File: config.mk
export PLATFORM = sky130hd
export DESIGN_NAME = serial_adder_multi
export DESIGN_NICKNAME = d
export VERILOG_FILES = /design/src/rtl/serial_adder_pkg.sv /design/src/rtl/serial_add_lane.sv /design/src/rtl/serial_adder_multi.sv
export SDC_FILE = /design/constraint.sdc
export NUM_CORES = 1
export LEC_CHECK = 0
export BUFFER_PORTS_ARGS = -buffer_cell sky130_fd_sc_hd__buf_2
export CORE_MARGIN = 5
export CORE_UTILIZATION = 40
export CTS_BUF_LIST = sky130_fd_sc_hd__clkbuf_4
export DETAILED_ROUTE_END_ITERATION = 16
export MAX_ROUTING_LAYER = met4
export PLACE_DENSITY = 0.73
export SYNTH_ARGS = -nofsm -noshare
export SYNTH_HDL_FRONTEND = slang
export SYNTH_SLANG_ARGS = --single-unit
File: constraint.sdc
create_clock -name clock -period 2.5 [get_ports clock]
set_input_delay 0.375 -clock clock [delete_from_list [all_inputs] [get_ports clock]]
set_output_delay 0.375 -clock clock [all_outputs]
set_load 0.02 [all_outputs]
File: src/rtl/serial_adder_pkg.sv
// Shared constants and helpers for the multi-lane bit-serial adder.
package serial_adder_pkg;

  localparam int unsigned WORD_LEN_DEF   = 8;
  localparam int unsigned LANES_DEF      = 2;
  localparam bit          SIGNED_OVF_DEF = 1'b0;

  localparam logic MODE_ADD = 1'b0;
  localparam logic MODE_SUB = 1'b1;

  // Counter width that never collapses to zero bits.
  function automatic int unsigned clog2_min1(input int unsigned n);
    int unsigned r;
    r = $clog2(n);
    return (r == 0) ? 1 : r;
  endfunction

endpackage

File: src/rtl/serial_add_lane.sv
// One bit-serial adder lane: carry flop plus registered sum and overflow bits.
module serial_add_lane
  import serial_adder_pkg::*;
#(
  parameter bit SIGNED_OVF = SIGNED_OVF_DEF
) (
  input  logic clock,
  input  logic reset,
  input  logic in_valid,
  input  logic a,
  input  logic b_eff,
  input  logic first,
  input  logic last,
  input  logic sub_q,
  output logic sum_o,
  output logic ovf_o
);

  logic carry_q;
  logic cin_c;
  logic cout_c;
  logic sum_c;
  logic ovf_c;

  // Full-adder slice; carry-in comes from the word's mode on bit 0.
  always_comb begin
    cin_c  = first ? sub_q : carry_q;
    sum_c  = a ^ b_eff ^ cin_c;
    cout_c = (a & b_eff) | (a & cin_c) | (b_eff & cin_c);
    ovf_c  = 1'b0;
    if (last) begin
      if (SIGNED_OVF) begin
        ovf_c = cin_c ^ cout_c;
      end else begin
        ovf_c = (sub_q == MODE_SUB) ? ~cout_c : cout_c;
      end
    end
  end

  always_ff @(posedge clock or negedge reset) begin
    if (!reset) begin
      carry_q <= 1'b0;
      sum_o   <= 1'b0;
      ovf_o   <= 1'b0;
    end else if (in_valid) begin
      carry_q <= cout_c;
      sum_o   <= sum_c;
      ovf_o   <= ovf_c;
    end else begin
      ovf_o   <= 1'b0;
    end
  end

endmodule

File: src/rtl/serial_adder_multi.sv
// LANES independent bit-serial add/subtract lanes sharing a word counter and mode.
module serial_adder_multi
  import serial_adder_pkg::*;
#(
  parameter int unsigned WORD_LEN   = WORD_LEN_DEF,
  parameter int unsigned LANES      = LANES_DEF,
  parameter bit          SIGNED_OVF = SIGNED_OVF_DEF
) (
  input  logic             clock,
  input  logic             reset,
  input  logic             in_valid,
  input  logic             mode_sub,
  input  logic [LANES-1:0] line1,
  input  logic [LANES-1:0] line2,
  output logic [LANES-1:0] outp,
  output logic             out_valid,
  output logic             word_last,
  output logic [LANES-1:0] overflw
);

  localparam int unsigned      CNT_W    = clog2_min1(WORD_LEN);
  localparam logic [CNT_W-1:0] CNT_LAST = CNT_W'(WORD_LEN - 1);

  logic [CNT_W-1:0] cnt_q, cnt_d;
  logic             sub_q, sub_d;
  logic             out_valid_q, word_last_q;
  logic             first_c, last_c, sub_eff_c;
  logic [LANES-1:0] b_eff_c;

  // Word position decode and the mode in force for the current bit.
  always_comb begin
    first_c   = (cnt_q == '0);
    last_c    = (cnt_q == CNT_LAST);
    sub_eff_c = first_c ? mode_sub : sub_q;
    b_eff_c   = line2 ^ {LANES{sub_eff_c}};
  end

  always_comb begin
    cnt_d = cnt_q;
    sub_d = sub_q;
    if (in_valid) begin
      cnt_d = last_c ? '0 : cnt_q + CNT_W'(1);
      if (first_c) begin
        sub_d = mode_sub;
      end
    end
  end

  always_ff @(posedge clock or negedge reset) begin
    if (!reset) begin
      cnt_q       <= '0;
      sub_q       <= MODE_ADD;
      out_valid_q <= 1'b0;
      word_last_q <= 1'b0;
    end else begin
      cnt_q       <= cnt_d;
      sub_q       <= sub_d;
      out_valid_q <= in_valid;
      word_last_q <= in_valid & last_c;
    end
  end

  assign out_valid = out_valid_q;
  assign word_last = word_last_q;

  for (genvar l = 0; l < int'(LANES); l++) begin : g_lane
    serial_add_lane #(
      .SIGNED_OVF(SIGNED_OVF)
    ) u_lane (
      .clock   (clock),
      .reset   (reset),
      .in_valid(in_valid),
      .a       (line1[l]),
      .b_eff   (b_eff_c[l]),
      .first   (first_c),
      .last    (last_c),
      .sub_q   (sub_eff_c),
      .sum_o   (outp[l]),
      .ovf_o   (overflw[l])
    );
  end

endmodule

==> results of run 1 <==
==> worst min-delay path by stage <==
stage	start	to	slack, ps	depth (start not counted)
after floorplan	reset	cnt_q[0]	80	0
after global placement	reset	out_valid	270	1
after detailed placement	reset	cnt_q[0]	270	1
after CTS	in_valid	out_valid	370	1
after global routing	in_valid	out_valid	370	1
final	in_valid	out_valid	380	1
==> cell families (layout without fill, tap and decap cells) <==
family	Yosys count	count (layout)	synth area share
AND/OR/NAND/NOR	11	11	0.0980
flip-flops	12	12	0.480
XOR/XNOR	2	2	0.0280
adder cells (fa/ha/maj)	5	5	0.124
multiplexers	6	6	0.0980
AO/OA/AOI/OAI	7	7	0.0740
buffers and inverters	12	25	0.0980
==> routing by layer <==
metal | vias to the layer above | global-route usage
met5 | - | -
li1 | 198 | -
met1 | 185 | 0.117
met3 | 2 | 0.0181
met2 | 11 | 0.148
met4 | 0 | 0.0786
==> Yosys cell counts <==
| library cell | count | area [um^2] |
|---|---|---|
| ha_1 | 3 | 37.5 |
| nor2_1 | 2 | 7.51 |
| dfrtp_1 | 12 | 300 |
| mux2i_1 | 5 | 50.1 |
| buf_4 | 4 | 30.0 |
| buf_2 | 1 | 5.00 |
| nand2b_1 | 3 | 18.8 |
| and2_0 | 1 | 6.26 |
| mux2_2 | 1 | 11.3 |
| a21oi_4 | 1 | 16.3 |
| a21oi_1 | 4 | 20.0 |
| nand3b_1 | 1 | 7.51 |
| o21ai_0 | 2 | 10.0 |
| inv_1 | 7 | 26.3 |
| xor2_1 | 2 | 17.5 |
| fa_1 | 2 | 40.0 |
| and3b_2 | 1 | 10.0 |
| nand2_1 | 3 | 11.3 |
==> sequential cells by signal (all words and copies together) (netlist names) <==
signal	count
g_lane.u_lane.sum_o	2
out_valid	1
word_last	1
cnt_q	3
g_lane.u_lane.carry_q	2
sub_q	1
g_lane.u_lane.ovf_o	2
==> cell type report <==
type / instances / area, um^2 / share of cell area
inverters: 7 / 26.3 / 0.0369
repair buffers: 14 / 75.1 / 0.105
flip-flops and latches: 12 / 300 / 0.422
multi-input cells: 31 / 264 / 0.371
clock inverters: 1 / 3.75 / 0.00527
well taps: 16 / 20.0 / 0.0281
clock buffers: 3 / 22.5 / 0.0316
==> critical path: stages, from the launching register on <==
cell and delay, ps:
dfrtp_1 360, inv_1 70, ha_1 210, and3b_2 250, a21oi_4 210, xor2_1 120
fa_1 450, nand2b_1 160, mux2i_1 120
==> report_power, final <==
group	leakage, nW	switching (mW)	internal, mW
logic	0.209	0.196	0.163
registers	0.146	0.0418	0.265
clock network	0.0154	0.0627	0.0576
==> metrics by stage <==
step                      cells  cell area [um^2]  power, mW  setup slack (ps)
final                        84               712      0.786               481
after global routing         84               712      0.868               298
after CTS                    84               712      0.799               448
after detailed placement     79               676      0.677               461
after global placement       79               676      0.651               509
after floorplan              55               626      0.608               637
==> repair_timing <==
action,in CTS,in global routing
gates resized for setup,0,0
endpoints found under the hold margin,12,0
hold buffers,1,0
==> metrics.yaml, run 1 <==
outcome:
  status: "finished clean"
floorplanning:
  core_area_um2: 1490
  io_pins: 14
  die_h_um: 49.5
  initial_core_util: 0.420
  die_x_um: 49.5
  num_rows: 14
  die_area_um2: 2450
setup_path:
  reg2reg_depth: 8
  worstSetupStartpoint: "cnt_q[0]"
  criticalPathCategory: "flop to flop"
  rr_endpoint: "g_lane[1].u_lane.ovf_o"
  worst_ep_arrival_time_ps: 2220
  critPathLaunchType: "flop"
  regToRegSetupSlack_ps: 480
  cp_data_required_time_ps: 2700
  cp-end-kind: "flop"
  r2r_start: "cnt_q[0]"
  endpoint: "g_lane[1].u_lane.ovf_o"
  path_max_fanout: 5
clock_network:
  cts.sinks: 12
  cts-htree-levels: 1
  path_clk_slew_ps: 80
  cts_tree: "built"
  clock_path_buffers: 2
  clock_latency_ps: 270
  cts_root_buffer: "clkbuf_4"
  cts_made_buffers: 3
  post_cts.repair.setup_buffers: 0
place:
  hpwl_um: 786
  port_buffers: 13
  gp_congestion: 0.663
synth:
  synth-warning-count: 0
  ys_types: 18
  syn_area_um2: 626
  seq_area_frac_synth: 0.480
  synth-seq-cells: 12
  synth_nets: 68
  syn_avg_cell_area_um2: 11.4
  syn_inst: 55
detailed_routing:
  routed_wirelength_um: 1010
  remaining_drc_errors: 0
  drtAntennaViolNets: 0
  dr_wl_met2_um: 489
  dr_wl_met3_um: 66
  topRoutingLayerUsed: "met4"
  m1WireLength_um: 426
  drt_iter0_drc: 6
  vias: 396
  drtPass1Iterations: 2
  wl_per_cell_um: 12.0
  viasPerCell: 4.71
flow_run:
  cap_violations: 0
final_layout:
  syn_to_final_growth_pct: 13.8
  layout_commonest_cell: "buf_2"
  fin_util: 0.478
  drive_gt1_frac: 0.279
  num_antenna_cells: 0
  final_cell_mix: "buf_2 (13), dfrtp_1 (12), inv_1 (7), mux2i_1 (5), a21oi_1 (4)"
  nets: 82
  fillers: 139
timing:
  timing.final.crit_period_ps: 2020
  max_slew_margin: 0.823
  maxSlewViolCount: 0
  finalSetupViolations: 0
  fin_tns_setup_ps: 0
  fin_skew_ps: 6.23
  period_share: 0.808
  tightest_slew_ps: 265
  max_freq_mhz: 495
  finalHoldViolCount: 0
  rsz0062_at_grt: "no"
  holdWs_ps: 375
power:
  power_density_nw_per_um2: 1100
  ir_drop_uv: 405
  leakage_nw: 0.371
grt:
  grt_pass1_vias: 428
  antenna_found_initial: 0
  overflow: 0
  grt_util_all_layers: 0.0997
  grt_pass1_wl_um: 1830
  grt_max_degree: 15
hold_path:
  hp-class: "input port to flop"
No activity file was read; power rests on OpenSTA's default activity.
==> inputs of run 2 (changes only) <==
--- a/config.mk
+++ b/config.mk
@@ -11,7 +11,7 @@
 export CTS_BUF_LIST = sky130_fd_sc_hd__clkbuf_4
 export DETAILED_ROUTE_END_ITERATION = 16
 export MAX_ROUTING_LAYER = met4
-export PLACE_DENSITY = 0.73
+export PLACE_DENSITY = 0.75
 export SYNTH_ARGS = -nofsm -noshare
 export SYNTH_HDL_FRONTEND = slang
 export SYNTH_SLANG_ARGS = --single-unit
==> constraint.sdc (replaced) <==
create_clock -name clock -period 1.67 [get_ports clock]
set_input_delay 0.2505 -clock clock [delete_from_list [all_inputs] [get_ports clock]]
set_output_delay 0.2505 -clock clock [all_outputs]
set_load 0.02 [all_outputs]
==> run 2 against run 1 <==
The flow now finishes with violations (negative setup slack). Maximum frequency rose by 3.5%. Via count is 19% higher. Setup slack worse by 760 ps. Clock skew shrank 1.1 ps. Die area is the same. Total power up 100%. Final area up 23%. Critical path depth did not move. Non-clock buffer count grew 14. Critical path type unchanged. Highest routed layer unchanged.
==> metrics.yaml, run 2 (same netlist as run 1, synthesis figures left out) <==
outcome:
  status: "complete, but fails checks"
  failed_checks: "negative setup slack"
detailed_routing:
  vias: 472  # +19%
  wl_per_cell_um: 13.9  # +16%
  drt_iter0_drc: 3  # -3
  drtAntennaViolNets: 0  # unchanged
  remaining_drc_errors: 0  # unchanged
  drtPass1Iterations: 2  # unchanged
  routed_wirelength_um: 1360  # +35%
  viasPerCell: 4.82  # +2.2%
final_layout:
  layout_commonest_cell: "buf_4"
  num_antenna_cells: 0  # unchanged
  drive_gt1_frac: 0.549  # +0.269
  syn_to_final_growth_pct: 40.0
  nets: 96  # +17%
  largest_reg_flops: 3  # unchanged
  final_cell_mix: "buf_4 (14), buf_2 (13), dfrtp_1 (12), mux2i_1 (5), inv_1 (5)"
  max_flop_register: "cnt_q"
floorplanning:
  die_x_um: 49.5  # unchanged
  num_rows: 14  # unchanged
  die_h_um: 49.5  # unchanged
  io_pins: 14  # unchanged
  core_area_um2: 1490  # unchanged
  initial_core_util: 0.420  # unchanged
  die_area_um2: 2450  # unchanged
clock_network:
  cts.sinks: 12  # unchanged
  path_clk_slew_ps: 80  # about the same
  cts_made_buffers: 3  # unchanged
  clock_latency_ps: 280  # about the same
  cts_root_buffer: "clkbuf_4"
  cts_tree: "built"
  clock_path_buffers: 2  # unchanged
  cts-htree-levels: 1  # unchanged
power:
  leakage_nw: 0.452  # +22%
  power_density_nw_per_um2: 1810  # +64%
  ir_drop_uv: 740  # +82%
setup_path:
  critPathLaunchType: "flop"
  critPathSlowestCell: "fa_2"
  worst_ep_arrival_time_ps: 2150  # -70 ps
  cp_data_required_time_ps: 1870  # -830 ps
  r2r_start: "cnt_q[1]"
  slowest_delay_ps: 420  # -30 ps
  worstSetupStartpoint: "cnt_q[1]"
  criticalPathCategory: "flop to flop"
  path_cells: "inv_2, ha_4, and3b_2, a21oi_4, xor2_2, fa_2, nand2b_4, mux2i_1"
  path_max_fanout: 4  # -1
  cp-end-kind: "flop"
timing:
  holdWs_ps: 243  # -133 ps
  finalHoldViolCount: 0  # unchanged
  rsz0062_at_grt: "yes"
  fin_skew_ps: 5.15  # -1.08 ps
  period_share: 1.17  # +0.360
  maxSlewViolCount: 0  # unchanged
  max_freq_mhz: 513  # +3.5%
  worst_slack_ps: -280  # -761 ps
  tightest_slew_ps: 480  # +215 ps
  max_slew_margin: 0.680  # -0.143
  finalSetupViolations: 6  # +6
  fin_tns_setup_ps: -1290  # -1290 ps
  timing.final.crit_period_ps: 1950  # -69.0 ps
grt:
  overflow: 0  # unchanged
  grt_pass1_vias: 521  # +22%
  grt_max_degree: 15  # unchanged
  antenna_found_initial: 0  # unchanged
  grt_pass1_wl_um: 2230  # +22%
  grt_util_all_layers: 0.127  # +0.0277
hold_path:
  hp-class: "input port to flop"
  worstHoldStart: "in_valid"
place:
  dp_slack_ps: -245  # -707 ps
  hpwl_um: 903  # +15%
  port_buffers: 13  # unchanged
  gp_congestion: 0.805  # +22%
flow_run:
  cap_violations: 0  # unchanged
[run 2: cell types whose count changed in the layout (fill, tap and decap cells not counted), sizes merged]
cell	change
buf	+14
[run 2: critical path: cells and delay by family, from the launching register on]
family,cells,cell delay [ps]
adder cells (fa/ha/maj),2,570
flip-flops,1,380
AND/OR/NAND/NOR,2,360
AO/OA/AOI/OAI,1,210
multiplexers,1,140
XOR/XNOR,1,120
buffers and inverters,1,70
[run 2: what timing repair did]
action                     in CTS  in global routing
hold buffers                    1                  0
setup endpoints to repair       6                  6
gates cloned                    0                  0
hold endpoints to repair       12                  0
buffers inserted                4                  4
pin swaps                       6                  4
gates resized for setup         3                  4
[run 2: cell type report]
class,instances,area (um^2)
fill,118,613
multi-input combinational,31,323
clock inverter,1,3.75
sequential,12,300
timing repair buffer,28,180
tap,16,20.0
inverter,7,26.3
clock buffer,3,22.5
[run 2: final timing paths]
kind | depth (start not counted) | endpoint | slack [ps]
hold / removal | 1 | out_valid | 240
max in group asynchronous | 2 | g_lane[0].u_lane.ovf_o | 1080
min in group asynchronous | 2 | out_valid | 370
setup reg to reg | 8 | g_lane[1].u_lane.ovf_o | -280
hold reg to reg | 2 | g_lane[0].u_lane.sum_o | 530
setup / recovery | 8 | g_lane[1].u_lane.ovf_o | -280
[run 2: power by group]
group / internal, mW / switching, mW
registers: 0.397 / 0.0685
clock network: 0.0867 / 0.0994
logic: 0.516 / 0.414
[run 2: per-layer routing]
layer,vias to the layer above,GRT usage,share of wire,wire (um)
met5,-,-,0,0
met4,0,0.105,0.033,45
met3,4,0.0361,0.054,74
met2,13,0.208,0.52,712
met1,228,0.123,0.39,529
li1,227,-,-,-
[run 2: through the flow]
step           cell area, um^2   util  cells  power, mW
6_report                   876  0.588     98       1.58
3_5_place_dp               743  0.499     85       1.17
2_1_floorplan              648      -     55      0.953
3_3_place_gp               743  0.499     85       1.12
5_1_grt                    876  0.588     98       1.72
4_1_cts                    827  0.555     94       1.45
